[src/rtl/pwm_multi_ch_if.sv]
// ---------------------------------------------------------------------------
// pwm_multi_ch_if
// Bundle of run-control, update-handshake and status signals for
// pwm_multi_ch.
//   master : drives EN, PERIOD_Set, DUTY_Set, POL_Set, UPD_Req;
//            observes UPD_Pend, UPD_Ack, PERIOD_Tick, CNT_Val, PWM_Out
//   slave  : the PWM block itself (mirror directions)
// ---------------------------------------------------------------------------
interface pwm_multi_ch_if #(
    parameter int NCH   = 4,
    parameter int CNT_W = 16
) ();
    logic                   EN;
    logic [CNT_W-1:0]       PERIOD_Set;
    logic [NCH*CNT_W-1:0]   DUTY_Set;
    logic [NCH-1:0]         POL_Set;
    logic                   UPD_Req;
    logic                   UPD_Pend;
    logic                   UPD_Ack;
    logic                   PERIOD_Tick;
    logic [CNT_W-1:0]       CNT_Val;
    logic [NCH-1:0]         PWM_Out;

    modport master (
        output EN, PERIOD_Set, DUTY_Set, POL_Set, UPD_Req,
        input  UPD_Pend, UPD_Ack, PERIOD_Tick, CNT_Val, PWM_Out
    );

    modport slave (
        input  EN, PERIOD_Set, DUTY_Set, POL_Set, UPD_Req,
        output UPD_Pend, UPD_Ack, PERIOD_Tick, CNT_Val, PWM_Out
    );
endinterface

[src/rtl/pwm_multi_ch.sv]
// ---------------------------------------------------------------------------
// pwm_multi_ch
// N-channel PWM generator sharing one period counter. Period, per-channel
// duty and polarity are double-buffered: UPD_Req captures them into a shadow
// set, which is committed to the active set only at a period boundary (or
// immediately while stopped), so outputs never glitch mid-period.
//   CLK  : clock
//   RST  : synchronous reset, active-high, highest priority
//   bus  : pwm_multi_ch_if.slave
//          EN          run enable
//          PERIOD_Set  period minus one
//          DUTY_Set    packed duties, channel i at [i*CNT_W +: CNT_W]
//          POL_Set     per-channel active level
//          UPD_Req     level-sampled capture request
//          UPD_Pend    shadow holds an uncommitted update
//          UPD_Ack     one-cycle pulse on commit
//          PERIOD_Tick one-cycle pulse on the first cycle of each period
//          CNT_Val     current counter value
//          PWM_Out     PWM outputs, aligned with CNT_Val
// ---------------------------------------------------------------------------
module pwm_multi_ch #(
    parameter int               NCH     = 4,
    parameter int               CNT_W   = 16,
    parameter logic [NCH-1:0]   POL_RST = '0
) (
    input  logic            CLK,
    input  logic            RST,
    pwm_multi_ch_if.slave   bus
);

    logic [CNT_W-1:0]       cnt_reg, cnt_next;
    logic [CNT_W-1:0]       period_reg, period_next;
    logic [NCH*CNT_W-1:0]   duty_reg, duty_next;
    logic [NCH-1:0]         pol_reg, pol_next;
    logic [CNT_W-1:0]       period_sh_reg, period_sh_next;
    logic [NCH*CNT_W-1:0]   duty_sh_reg, duty_sh_next;
    logic [NCH-1:0]         pol_sh_reg, pol_sh_next;
    logic                   pend_reg, pend_next;
    logic                   ack_reg, ack_next;
    logic                   tick_reg, tick_next;
    logic [NCH-1:0]         pwm_reg, pwm_next;
    logic                   en_reg;
    logic                   start;
    logic                   boundary;

    always_comb begin
        // A new period starts on the first enabled edge after a stop, and
        // on every wrap. The >= compare also pulls a counter left above a
        // freshly shrunk period back to zero.
        start    = bus.EN && (!en_reg || (cnt_reg >= period_reg));
        // Commits are allowed at a period start, or on any edge while
        // stopped.
        boundary = !bus.EN || start;

        period_next    = period_reg;
        duty_next      = duty_reg;
        pol_next       = pol_reg;
        period_sh_next = period_sh_reg;
        duty_sh_next   = duty_sh_reg;
        pol_sh_next    = pol_sh_reg;
        pend_next      = pend_reg;
        ack_next       = 1'b0;

        if (bus.UPD_Req && boundary) begin
            // Request coincides with a commit opportunity: bypass the shadow.
            period_next = bus.PERIOD_Set;
            duty_next   = bus.DUTY_Set;
            pol_next    = bus.POL_Set;
            pend_next   = 1'b0;
            ack_next    = 1'b1;
        end else if (bus.UPD_Req) begin
            // Later requests simply overwrite an already pending update.
            period_sh_next = bus.PERIOD_Set;
            duty_sh_next   = bus.DUTY_Set;
            pol_sh_next    = bus.POL_Set;
            pend_next      = 1'b1;
        end else if (boundary && pend_reg) begin
            period_next = period_sh_reg;
            duty_next   = duty_sh_reg;
            pol_next    = pol_sh_reg;
            pend_next   = 1'b0;
            ack_next    = 1'b1;
        end

        cnt_next  = (start || !bus.EN) ? '0 : cnt_reg + CNT_W'(1);
        tick_next = start;
    end

    // Outputs are computed from the post-edge counter and the post-commit
    // active values, so the first cycle of a new period already uses them.
    generate
        for (genvar gi = 0; gi < NCH; gi++) begin : g_ch
            assign pwm_next[gi] =
                (bus.EN && (cnt_next < duty_next[gi*CNT_W +: CNT_W]))
                    ? pol_next[gi] : ~pol_next[gi];
        end
    endgenerate

    always_ff @(posedge CLK) begin
        if (RST) begin
            cnt_reg       <= '0;
            period_reg    <= '0;
            duty_reg      <= '0;
            pol_reg       <= POL_RST;
            period_sh_reg <= '0;
            duty_sh_reg   <= '0;
            pol_sh_reg    <= '0;
            pend_reg      <= 1'b0;
            ack_reg       <= 1'b0;
            tick_reg      <= 1'b0;
            pwm_reg       <= ~POL_RST;
            en_reg        <= 1'b0;
        end else begin
            cnt_reg       <= cnt_next;
            period_reg    <= period_next;
            duty_reg      <= duty_next;
            pol_reg       <= pol_next;
            period_sh_reg <= period_sh_next;
            duty_sh_reg   <= duty_sh_next;
            pol_sh_reg    <= pol_sh_next;
            pend_reg      <= pend_next;
            ack_reg       <= ack_next;
            tick_reg      <= tick_next;
            pwm_reg       <= pwm_next;
            en_reg        <= bus.EN;
        end
    end

    assign bus.CNT_Val     = cnt_reg;
    assign bus.UPD_Pend    = pend_reg;
    assign bus.UPD_Ack     = ack_reg;
    assign bus.PERIOD_Tick = tick_reg;
    assign bus.PWM_Out     = pwm_reg;

endmodule

[src/flat_wrapper.sv]
// flat-port wrapper written by rule: the top's interface ports become plain ports
module pwm_multi_ch_flat 
#(
    parameter int               NCH     = 4,
    parameter int               CNT_W   = 16,
    parameter logic [NCH-1:0]   POL_RST = '0
)
  (CLK, RST, bus_EN, bus_PERIOD_Set, bus_DUTY_Set, bus_POL_Set, bus_UPD_Req, bus_UPD_Pend, bus_UPD_Ack, bus_PERIOD_Tick, bus_CNT_Val, bus_PWM_Out);
  pwm_multi_ch_if #(.NCH(NCH), .CNT_W(CNT_W)) bus_i ();
  input  logic CLK;
  input  logic RST;
  input wire logic [$bits(bus_i.EN)-1:0] bus_EN;
  input wire logic [$bits(bus_i.PERIOD_Set)-1:0] bus_PERIOD_Set;
  input wire logic [$bits(bus_i.DUTY_Set)-1:0] bus_DUTY_Set;
  input wire logic [$bits(bus_i.POL_Set)-1:0] bus_POL_Set;
  input wire logic [$bits(bus_i.UPD_Req)-1:0] bus_UPD_Req;
  output wire logic [$bits(bus_i.UPD_Pend)-1:0] bus_UPD_Pend;
  output wire logic [$bits(bus_i.UPD_Ack)-1:0] bus_UPD_Ack;
  output wire logic [$bits(bus_i.PERIOD_Tick)-1:0] bus_PERIOD_Tick;
  output wire logic [$bits(bus_i.CNT_Val)-1:0] bus_CNT_Val;
  output wire logic [$bits(bus_i.PWM_Out)-1:0] bus_PWM_Out;
  assign bus_i.EN = bus_EN;
  assign bus_i.PERIOD_Set = bus_PERIOD_Set;
  assign bus_i.DUTY_Set = bus_DUTY_Set;
  assign bus_i.POL_Set = bus_POL_Set;
  assign bus_i.UPD_Req = bus_UPD_Req;
  assign bus_UPD_Pend = bus_i.UPD_Pend;
  assign bus_UPD_Ack = bus_i.UPD_Ack;
  assign bus_PERIOD_Tick = bus_i.PERIOD_Tick;
  assign bus_CNT_Val = bus_i.CNT_Val;
  assign bus_PWM_Out = bus_i.PWM_Out;
  pwm_multi_ch #(.NCH(NCH), .CNT_W(CNT_W), .POL_RST(POL_RST)) u_core (.CLK(CLK), .RST(RST), .bus(bus_i));
endmodule
[config.mk]
export PLATFORM = sky130hd
export DESIGN_NAME = pwm_multi_ch_flat
export DESIGN_NICKNAME = d
export VERILOG_FILES = /design/src/rtl/pwm_multi_ch_if.sv /design/src/rtl/pwm_multi_ch.sv /design/src/flat_wrapper.sv
export SDC_FILE = /design/constraint.sdc
export NUM_CORES = 1
export LEC_CHECK = 0
export BUFFER_PORTS_ARGS = -buffer_cell sky130_fd_sc_hd__clkbuf_2
export CAP_MARGIN = 20
export CELL_PAD_IN_SITES_DETAIL_PLACEMENT = 0
export CELL_PAD_IN_SITES_GLOBAL_PLACEMENT = 2
export CORE_UTILIZATION = 35
export CTS_CLUSTER_DIAMETER = 40
export DETAILED_ROUTE_END_ITERATION = 8
export PLACE_DENSITY_LB_ADDON = 0.1
export SLEW_MARGIN = 40
export SYNTH_ARGS = -nofsm -noshare
export SYNTH_HDL_FRONTEND = slang
export SYNTH_SLANG_ARGS = --single-unit
[constraint.sdc]
create_clock -name CLK -period 5.6 [get_ports CLK]
set_clock_uncertainty 0.05 [all_clocks]
set_input_delay 1.12 -clock CLK [delete_from_list [all_inputs] [get_ports CLK]]
set_output_delay 1.12 -clock CLK [all_outputs]
set_load 0.05 [all_outputs]
==> results of run 1 <==
-- power by group --
| group | internal, uW | leakage (uW) | switching, uW |
|---|---|---|---|
| sequential | 1430 | 0.00157 | 36.7 |
| clock | 702 | 0.000286 | 579 |
| combinational | 174 | 0.00280 | 292 |
-- synthesized netlist by cell type, drive strengths merged --
cell and n:
nor2b 3, a21oi 177, o2111ai 2, dfxtp 192
or2 3, inv 26, o221ai 14, and2 4
a211oi 12, a211o 4, o31ai 1, nand2b 7
nand2 202, o211ai 4, o32ai 2, o22a 54
a31oi 3, and3 5, a41oi 1, mux2 1
or3 1, buf 49, o21ai 83, o22ai 14
xnor2 6, a2111oi 3, o21a 4, nand3b 5
a21o 23, nand3 13, nor3 22, nand4 9
a21boi 2, o2111a 1, and4 3, a2bb2oi 1
mux2i 1, ha 77, xor2 8, nor2 224
clkbuf 47
-- layout make-up --
cell class,instances,area share
sequential,192,0.332
tap,378,0.0408
clock inverter,10,0.0107
inverter,26,0.00843
clock buffer,22,0.0410
multi-input combinational,999,0.494
timing repair buffer,139,0.0730
-- stage by stage --
| step | setup slack (ns) | hold slack, ns | total power (uW) | cells |
|---|---|---|---|---|
| after floorplan | 1.04 | 0.381 | 1810 | 1313 |
| after global placement | 0.918 | 0.388 | 1960 | 1733 |
| after detailed placement | 0.891 | 0.393 | 1970 | 1733 |
| after CTS | 0.851 | 0.404 | 3250 | 1765 |
| after global routing | 0.464 | 0.425 | 3360 | 1766 |
| final | 0.860 | 0.402 | 3220 | 1766 |
-- cells in the final DEF (no fill, tap or decap), drive strengths merged, types with 6 or more instances in the layout --
cell	n
a211oi	12
a21o	23
a21oi	177
buf	29
clkbuf	132
dfxtp	192
ha	77
inv	28
nand2	202
nand2b	7
nand3	13
nand4	9
nor2	224
nor3	22
o21ai	83
o221ai	14
o22a	54
o22ai	14
xnor2	6
xor2	8
-- critical path: cells and delay by family, from the launching register on --
| kind | cells | cell delay (ns) |
|---|---|---|
| buffers and inverters | 1 | 0.28 |
| AOI/OAI and AO/OA | 8 | 1.64 |
| and+or+nand+nor | 6 | 1.60 |
| adders and majority gates | 2 | 0.62 |
| DFF | 1 | 0.44 |
-- layer usage --
layer	wire length, um	track usage	up-vias
met5	0	0	-
li1	-	-	4691
met3	990	0.0362	25
met2	15300	0.376	152
met4	582	0.0635	0
met1	15900	0.302	4224
-- worst max-delay path by stage --
| stage | from | end | slack, ns |
|---|---|---|---|
| finish | u_core.bus.CNT_Val[6] | u_core.bus.PWM_Out[1] | 0.86 |
| global route | u_core.bus.CNT_Val[0] | u_core.bus.PWM_Out[1] | 0.46 |
| CTS | u_core.bus.CNT_Val[0] | u_core.bus.PWM_Out[1] | 0.85 |
| detailed placement | u_core.bus.CNT_Val[6] | u_core.bus.PWM_Out[1] | 0.89 |
| global placement | u_core.bus.CNT_Val[0] | u_core.bus.PWM_Out[1] | 0.92 |
| floorplan | u_core.bus.CNT_Val[0] | u_core.bus.PWM_Out[0] | 1.04 |
-- kinds of logic after synthesis --
| group | synth area share |
|---|---|
| simple gates | 0.203 |
| compound gates | 0.250 |
| flops | 0.380 |
| buf+inv | 0.0577 |
| fa+ha+maj | 0.0952 |
| xor+xnor | 0.0121 |
| mux | 0.00210 |
==> summary.txt, run 1 <==
Outcome
  – Outcome: complete, no violations

Clock tree
  – CTS-repair resized insts: 0
  – Num CTS Buffers: 17
  – Setup bufs post-CTS: 0
  – CTS H-tree depth: 4
  – Root Buffer: clkbuf_16
  – Clock-pin slew on the worst setup and hold paths: approximately 0.08 ns
  – Clk buf depth: 2
  – Hold_buf cts: 0
  – CTS sink count: around 190
  – Clk_lat worst skew: 0.45 ns
  – CTS tree: built

Power
  – P per Cell Area: between 200 and 300 mW/mm^2
  – Max rail drop VDD: around 0.20 mV
  – Pleak: 0.00466 uW

Hold path
  – Worst hold path endpoint: u_core.period_sh_reg[13]
  – Critical hold path startpoint: u_core.period_sh_reg[13]
  – Hold Path Stages: 2
  – Hold Crit Class: flip-flop to flip-flop

Timing
  – Measured slew at the worst slew-check pin: 0.829 ns
  – Final Cycle Share: 0.846
  – Max Clk Rate: around 0.21 GHz
  – Fin crit period: 4.74 ns
  – Slew Viols, Final: 0
  – Setup tns final: 0 ns
  – Hold Fails Final Rpt: 0
  – Slew headroom: 0.447
  – RSZ-0062 raised after global routing: false
  – Final setup vio count: 0

Synth
  – Synth warnings: 0
  – Seq/Total Area, Yosys: 0.380
  – Share of the synthesized area in the top cell type: 0.380
  – Avg Cell Area, Syn: ~7.7 sq um
  – #FFs+latches synth: approximately 190
  – Synth Net Count: ~1500
  – Top cells by area, synth: dfxtp_1, ha_1, a21oi_1, nor2_1, nand2_1
  – Synth Instances: 1313
  – Synth area leader: dfxtp_1
  – Count of different cell masters after synthesis: between 50 and 60
  – Mapped Area: ~0.010 sq mm

Drt
  – Drt pass-1 iters: 5
  – Vias per Instance: just over 5
  – # DRC: 0
  – Final WL: between 30000 and 40000 um
  – Vias: slightly above 9000
  – 1st-iter DRT viols: roughly 480
  – Post-DRT Antenna Nets: 0
  – Routed WL per cell: about 19 um

Setup path
  – Startpoint types: flip-flop
  – Slowest Stage Delay on Critical Path: slightly above 0.5 ns
  – R2R setup slack: 0.86 ns
  – Kind of critical path: flip-flop to flip-flop
  – Crit path capture type: flip-flop
  – Required time worst endpoint: ~5.9 ns
  – Reg2Reg Capture Point: u_core.bus.PWM_Out[1]
  – Depth of the most critical reg-to-reg path: 17
  – Arrival time at the worst endpoint: between 5 and 6 ns
  – Crit-path max FO: 33
  – Slowest CP cell: a211o_4
  – Worst r2r src: u_core.bus.CNT_Val[6]
  – CP cell instances: ha_1 > a21o_1 > a211oi_1 > o21ai_2 > a211o_4 > nand2_2 > buf_12 > o22a_1 > o21ai_1 > ha_1 > nand3_1 > or3_1 > or2_2 > o21ai_0 > nor3_1 > and4_1 > a21oi_1
  – CP dominant cell by count: ha_1

GRT
  – Vias in the first global route: 8659
  – Grt ovf: 0
  – Pin count of the biggest net entering global routing: just under 80
  – Total GRT Usage: 0.226
  – Initial antenna violation count: 0
  – First-pass GRT wire length: approximately 50000 um

Finish
  – Diode count: 0
  – FF+latch area: 0.00385 sq mm
  – Multi-input gate area: 0.00572 sq mm
  – Fraction of layout cells with a size suffix above 1: 0.135
  – Finished Core Util: 0.412
  – Number of fillers in the final layout: between 2000 and 3000
  – Final net count: between 1500 and 2000
  – Cell area after layout: between 0.01 and 0.015 sq mm
  – P&R area growth vs syn: 14.5%

Placement
  – Placer's final routability congestion estimate: approximately 0.8
  – Port bufs: 110
  – Placed wire-length estimate: 21600 um
  – DP Area: approximately 0.011 sq mm

Floorplanning
  – Ports: between 100 and 150
  – Core area: 0.0281 sq mm
  – Die area: approximately 0.03 sq mm
  – Die width: 172 um
  – Initial Util: 0.360
  – Num rows: between 60 and 70
  – Die Span Y: 172 um

Run
  – # Max-Cap Violations: 0
Note: power is estimated with default switching activity, not from simulation.
==> run 2: changes to the inputs <==
--- a/config.mk
+++ b/config.mk
@@ -9,7 +9,7 @@
 export CAP_MARGIN = 20
 export CELL_PAD_IN_SITES_DETAIL_PLACEMENT = 0
 export CELL_PAD_IN_SITES_GLOBAL_PLACEMENT = 2
-export CORE_UTILIZATION = 35
+export CORE_UTILIZATION = 31
 export CTS_CLUSTER_DIAMETER = 40
 export DETAILED_ROUTE_END_ITERATION = 8
 export PLACE_DENSITY_LB_ADDON = 0.1
==> constraint.sdc (replaced) <==
create_clock -name CLK -period 4.2 [get_ports CLK]
set_clock_uncertainty 0.05 [all_clocks]
set_input_delay 0.84 -clock CLK [delete_from_list [all_inputs] [get_ports CLK]]
set_output_delay 0.84 -clock CLK [all_outputs]
set_load 0.05 [all_outputs]
==> summary.txt, run 2 (synthesis results as in run 1) <==
Outcome
  – Outcome: complete, no violations

Drt
  – 1st-iter DRT viols: 464
  – Vias per Instance: roughly 5.0
  – Vias: around 9300
  – Final WL: 35000 um
  – # DRC: 0
  – Drt pass-1 iters: 5
  – Post-DRT Antenna Nets: 0
  – Routed WL per cell: around 19 um

Hold path
  – Hold Crit Class: flip-flop to flip-flop
  – Hold Path Stages: 2
  – Worst hold path endpoint: u_core.period_sh_reg[13]
  – Critical hold path startpoint: u_core.period_sh_reg[13]

Placement
  – Port bufs: between 100 and 150
  – Placed wire-length estimate: around 23000 um
  – Placer's final routability congestion estimate: approximately 0.8

Power
  – Design Power: 4330 uW
  – Internal power: roughly 3000 uW
  – Net Switching: between 1000 and 1500 uW
  – P per Cell Area: 349 mW/mm^2
  – Combinational Power Share: 0.162
  – Pleak: 0.00504 uW
  – Sequential power share: 0.451
  – Clk network pwr share: 0.387
  – Max rail drop VDD: 0.296 mV
  – Sw Share: 0.298

Timing
  – Final Cycle Share: 0.956
  – Measured slew at the worst slew-check pin: between 0.7 and 0.8 ns
  – Slew headroom: 0.473
  – Hold Fails Final Rpt: 0
  – Slew Viols, Final: 0
  – Max Clk Rate: roughly 0.25 GHz
  – Final setup vio count: 0
  – Fin crit period: roughly 4.0 ns
  – Setup tns final: 0 ns
  – Final hold slack: between 0.4 and 0.5 ns

Run
  – # Max-Cap Violations: 0

Clock tree
  – Clk_lat worst skew: 0.45 ns
  – Hold_buf cts: 0
  – Num CTS Buffers: 17
  – Clk buf depth: 2
  – CTS sink count: ~190
  – CTS tree: built
  – Root Buffer: clkbuf_16
  – Clock-pin slew on the worst setup and hold paths: about 0.080 ns
  – CTS H-tree depth: 4

GRT
  – Initial antenna violation count: 0
  – Pin count of the biggest net entering global routing: 85
  – Vias in the first global route: around 9000
  – First-pass GRT wire length: 52900 um
  – Grt ovf: 0
  – Total GRT Usage: 0.209

Floorplanning
  – Die Span Y: approximately 180 um
  – Initial Util: 0.318
  – Die area: between 0.03 and 0.04 sq mm
  – Die width: roughly 180 um
  – Num rows: 65
  – Ports: ~110
  – Core area: approximately 0.032 sq mm

Setup path
  – Depth of the most critical reg-to-reg path: 21
  – Startpoint types: flip-flop
  – CP cell instances: inv_1 > ha_1 > and4_1 > nand2_2 > buf_4 > nor3_4 > buf_4 > a211o_4 > nand2_8 > buf_12 > buf_6 > o22a_1 > o21ai_1 > ha_1 > nand2_1 > or3_4 > or2_2 > nor2_1 > o31ai_1 > and4_1 > a21oi_2
  – Crit path capture type: flip-flop
  – Crit-path max FO: 7
  – Required time worst endpoint: about 4.5 ns
  – Worst r2r src: u_core.period_reg[13]
  – Kind of critical path: flip-flop to flip-flop
  – Arrival time at the worst endpoint: approximately 4.4 ns
  – Slowest Stage Delay on Critical Path: approximately 0.40 ns
  – Slowest CP cell: a211o_4
  – Reg2Reg Capture Point: u_core.bus.PWM_Out[1]
  – R2R setup slack: about 0.19 ns

Finish
  – Final net count: ~1600
  – Commonest non-fill, non-tap cell in the layout: nor2_1
  – Diode count: 0
  – P&R area growth vs syn: 22.7%
  – Fraction of layout cells with a size suffix above 1: 0.200
  – Most frequent cells in the layout: nor2_1, nand2_1, dfxtp_1, a21oi_1, clkbuf_2
-- run 2: power groups by stage --
| stage | Clock (uW) | Sequential (uW) | Combinational [uW] |
|---|---|---|---|
| floorplan | 0 | 2000 | 415 |
| global placement | 0 | 2000 | 656 |
| detailed placement | 0 | 2000 | 660 |
| CTS | 1730 | 1960 | 663 |
| global route | 1790 | 1970 | 782 |
| finish | 1680 | 1960 | 701 |
-- run 2: worst max-delay path: cells and delay by family (launching register included) --
kind                       cells  cell delay [ns]
DFF                            1             0.33
and+or+nand+nor                9             1.55
adders and majority gates      2             0.61
AOI/OAI and AO/OA              5             0.80
buffers and inverters          5             0.60
-- run 2: through the flow --
stage,util,cells,instance area [sq um],worst slack (ns)
global placement,0.360,1836,11400,0.121
detailed placement,0.360,1836,11500,0.00583
global route,0.390,1882,12400,-0.0413
finish,0.390,1882,12400,0.185
floorplan,-,1313,10100,0.0124
CTS,0.378,1868,12000,0.0202
-- run 2: cell type report --
type                       count  area, sq um
clock buffer                  18          439
timing repair buffer         198         1450
tap                          435          544
clock inverter                14          144
sequential                   192         3860
inverter                      26         97.6
multi-input combinational    999         5870
fill                        3376        19400
-- run 2: how the worst max path moves through the flow --
stage / start / slack, ns / depth (start not counted) / end
after detailed placement: u_core.bus.CNT_Val[0] / 0.006 / 19 / u_core.bus.PWM_Out[0]
final: u_core.period_reg[13] / 0.19 / 21 / u_core.bus.PWM_Out[1]
after global placement: u_core.period_reg[9] / 0.12 / 20 / u_core.bus.PWM_Out[0]
after CTS: u_core.period_reg[6] / 0.02 / 20 / u_core.bus.PWM_Out[1]
after floorplan: u_core.bus.CNT_Val[0] / 0.01 / 20 / u_core.bus.PWM_Out[0]
after global routing: u_core.period_reg[5] / -0.04 / 20 / u_core.bus.PWM_Out[0]
-- run 2: metal layers --
| layer | share of wire | GRT usage | vias up |
|---|---|---|---|
| met5 | 0 | 0 | - |
| met4 | 0.013 | 0.0548 | 0 |
| met3 | 0.031 | 0.0357 | 17 |
| met2 | 0.47 | 0.344 | 149 |
| met1 | 0.49 | 0.282 | 4364 |
| li1 | - | - | 4815 |
-- run 2: repair_timing --
| item | 4_1_cts | 5_1_grt |
|---|---|---|
| endpoints found under the setup margin | 1 | 4 |
| cloned | 0 | 3 |
| setup buffers | 0 | 11 |
| gates resized for setup | 1 | 48 |
| pin swaps | 0 | 22 |
==> run 3: changes to the inputs <==
--- a/config.mk
+++ b/config.mk
@@ -9,6 +9,7 @@
 export CAP_MARGIN = 20
 export CELL_PAD_IN_SITES_DETAIL_PLACEMENT = 0
 export CELL_PAD_IN_SITES_GLOBAL_PLACEMENT = 2
+export CORE_ASPECT_RATIO = 1.1
 export CORE_UTILIZATION = 31
 export CTS_CLUSTER_DIAMETER = 40
 export DETAILED_ROUTE_END_ITERATION = 8
==> summary.txt, run 3 (synthesis results as in run 1) <==
Setup path
  – R2R setup slack: approximately 0.17 ns
  – Depth of the most critical reg-to-reg path: 19
  – Worst r2r src: u_core.bus.CNT_Val[0]
  – Worst path depth: 19
  – Required time worst endpoint: between 4 and 5 ns
  – Kind of critical path: flip-flop to flip-flop
  – Arrival time at the worst endpoint: around 4.4 ns
  – CP endpoint: u_core.bus.PWM_Out[1]
  – Startpoint types: flip-flop
  – CP cell instances: inv_1 > ha_1 > nand2b_4 > a2111oi_4 > o21ai_2 > a211o_4 > nand2_4 > buf_12 > buf_12 > o22a_1 > o21ai_1 > ha_1 > nand3_1 > or3_4 > or2_2 > o21ai_1 > nor3_1 > and4_1 > a21oi_1
  – Crit path launch: u_core.bus.CNT_Val[0]
  – Crit-path max FO: 23
  – Slowest CP cell: or3_4
  – Slowest Stage Delay on Critical Path: 0.40 ns
  – Reg2Reg Capture Point: u_core.bus.PWM_Out[1]
  – Crit path capture type: flip-flop
  – Crit-path leading delay family: simple AND/OR/NAND/NOR gates
  – WP buf/inv: 3

Clock tree
  – Num CTS Buffers: 17
  – Root Buffer: clkbuf_16
  – CTS sink count: roughly 190
  – Clock-pin slew on the worst setup and hold paths: roughly 0.080 ns
  – Clk_lat worst skew: between 0.4 and 0.5 ns
  – Clk buf depth: 2
  – CTS tree: built
  – CTS H-tree depth: 4

Drt
  – Final WL: about 34000 um
  – Drt pass-1 iters: 4
  – Vias per Instance: 4.97
  – Routed WL per cell: 18.3 um
  – 1st-iter DRT viols: around 420
  – # DRC: 0
  – Vias: between 9000 and 10000
  – Post-DRT Antenna Nets: 0

Power
  – Pleak: around 0.005 uW
  – Max rail drop VDD: around 0.28 mV
  – Design Power: approximately 4300 uW
  – P per Cell Area: about 350 mW/mm^2

Outcome
  – Outcome: complete, no violations

Run
  – # Max-Cap Violations: 0

Timing
  – Fin crit period: a little over 4 ns
  – Max Clk Rate: 0.248 GHz
  – Slew Viols, Final: 0
  – Measured slew at the worst slew-check pin: between 0.8 and 0.9 ns
  – Final Cycle Share: 0.961
  – Slew headroom: 0.450
  – RSZ-0062 raised after global routing: true
  – Final hold slack: 0.400 ns
  – Final setup vio count: 0
  – Hold Fails Final Rpt: 0

Floorplanning
  – Die Span Y: roughly 190 um
  – Ports: between 100 and 150
  – Die area: ~0.033 sq mm
  – Num rows: ~70
  – Core area: about 0.032 sq mm
  – Initial Util: 0.314
  – Die width: around 170 um

GRT
  – Busiest grt layer: met2
  – Met3 Usage GRT: 0.0274
  – Pin count of the biggest net entering global routing: between 100 and 150
  – Total GRT Usage: 0.210
  – Grt met1 use: 0.269
  – Initial antenna violation count: 0
  – Vias in the first global route: 9060
  – First-pass GRT wire length: between 50000 and 60000 um
  – GRT met2 Usage: 0.363
  – Grt ovf: 0

Finish
  – Final net count: approximately 1600
  – P&R area growth vs syn: 21.9%
  – Diode count: 0
  – Fraction of layout cells with a size suffix above 1: 0.193
  – Finished Core Util: 0.383
  – Most frequent cells in the layout: nor2_1, nand2_1, dfxtp_1, a21oi_1, clkbuf_2
  – Commonest non-fill, non-tap cell in the layout: nor2_1

Placement
  – Port bufs: 110
  – Placed wire-length estimate: about 24000 um
  – Placer's final routability congestion estimate: around 0.8

Hold path
  – Hold Crit Class: flip-flop to flip-flop
==> run 3: cell count changes in the layout (fill, tap and decap cells not counted), sizes merged <==
cell      delta
clkinvlp     -1
buf         +14
clkinv       +4
inv          -6
==> run 3: final cells by class <==
class / instances / area [sq um]
fill: 3420 / 19900
multi-input combinational: 999 / 5780
sequential: 192 / 3860
timing repair buffer: 210 / 1500
tap: 426 / 533
clock buffer: 20 / 447
clock inverter: 11 / 110
inverter: 26 / 97.6
==> run 3: how the worst min path moves through the flow <==
| stage | startpoint | end | slack (ns) | cells past startpoint |
|---|---|---|---|---|
| floorplan | u_core.period_sh_reg[10] | u_core.period_sh_reg[10] | 0.38 | 2 |
| global placement | u_core.period_sh_reg[13] | u_core.period_sh_reg[13] | 0.39 | 2 |
| detailed placement | u_core.period_sh_reg[15] | u_core.period_sh_reg[15] | 0.39 | 2 |
| CTS | u_core.period_sh_reg[15] | u_core.period_sh_reg[15] | 0.40 | 2 |
| global route | u_core.duty_sh_reg[44] | u_core.duty_sh_reg[44] | 0.42 | 2 |
| finish | u_core.period_sh_reg[4] | u_core.period_sh_reg[4] | 0.40 | 2 |
==> run 3: timing repair <==
item / CTS / global route
gates cloned: 0 / 1
pin swaps: 0 / 13
endpoints found under the hold margin: 0 / 0
setup endpoints to repair: 2 / 4
hold buffers: 0 / 0
gates resized for setup: 6 / 14
setup buffers: 1 / 8
==> run 3: metrics by stage <==
step | worst slack, ns | instance area (sq um) | std cells | setup TNS (ns)
6_report | 0.166 | 12300 | 1884 | 0
5_1_grt | -0.0320 | 12300 | 1884 | -0.0557
4_1_cts | 0.0212 | 12200 | 1875 | 0
3_5_place_dp | -0.102 | 11600 | 1843 | -0.106
3_3_place_gp | -0.0810 | 11600 | 1843 | -0.0810
2_1_floorplan | 0.0124 | 10100 | 1313 | 0
==> run 3: worst reg2reg max path: stages (launching register included) <==
cell	delay (ns)
dfxtp_4	0.35
inv_1	0.05
ha_1	0.28
nand2b_4	0.15
a2111oi_4	0.34
o21ai_2	0.11
a211o_4	0.38
nand2_4	0.11
buf_12	0.13
buf_12	0.17
o22a_1	0.16
o21ai_1	0.08
ha_1	0.32
nand3_1	0.08
or3_4	0.40
or2_2	0.32
o21ai_1	0.14
nor3_1	0.07
and4_1	0.19
a21oi_1	0.10
==> run 3: layer usage <==
metal	up-vias	wire length, um	share of wire
li1	4839	-	-
met2	129	17100	0.50
met1	4365	16100	0.47
met5	-	0	0
met3	22	787	0.023
met4	0	471	0.014
==> run 3: power by group <==
part	leakage [uW]	switching [uW]	internal (uW)
clock	0.000268	792	838
combinational	0.00321	413	284
sequential	0.00158	48.9	1910
total	0.00505	1250	3030
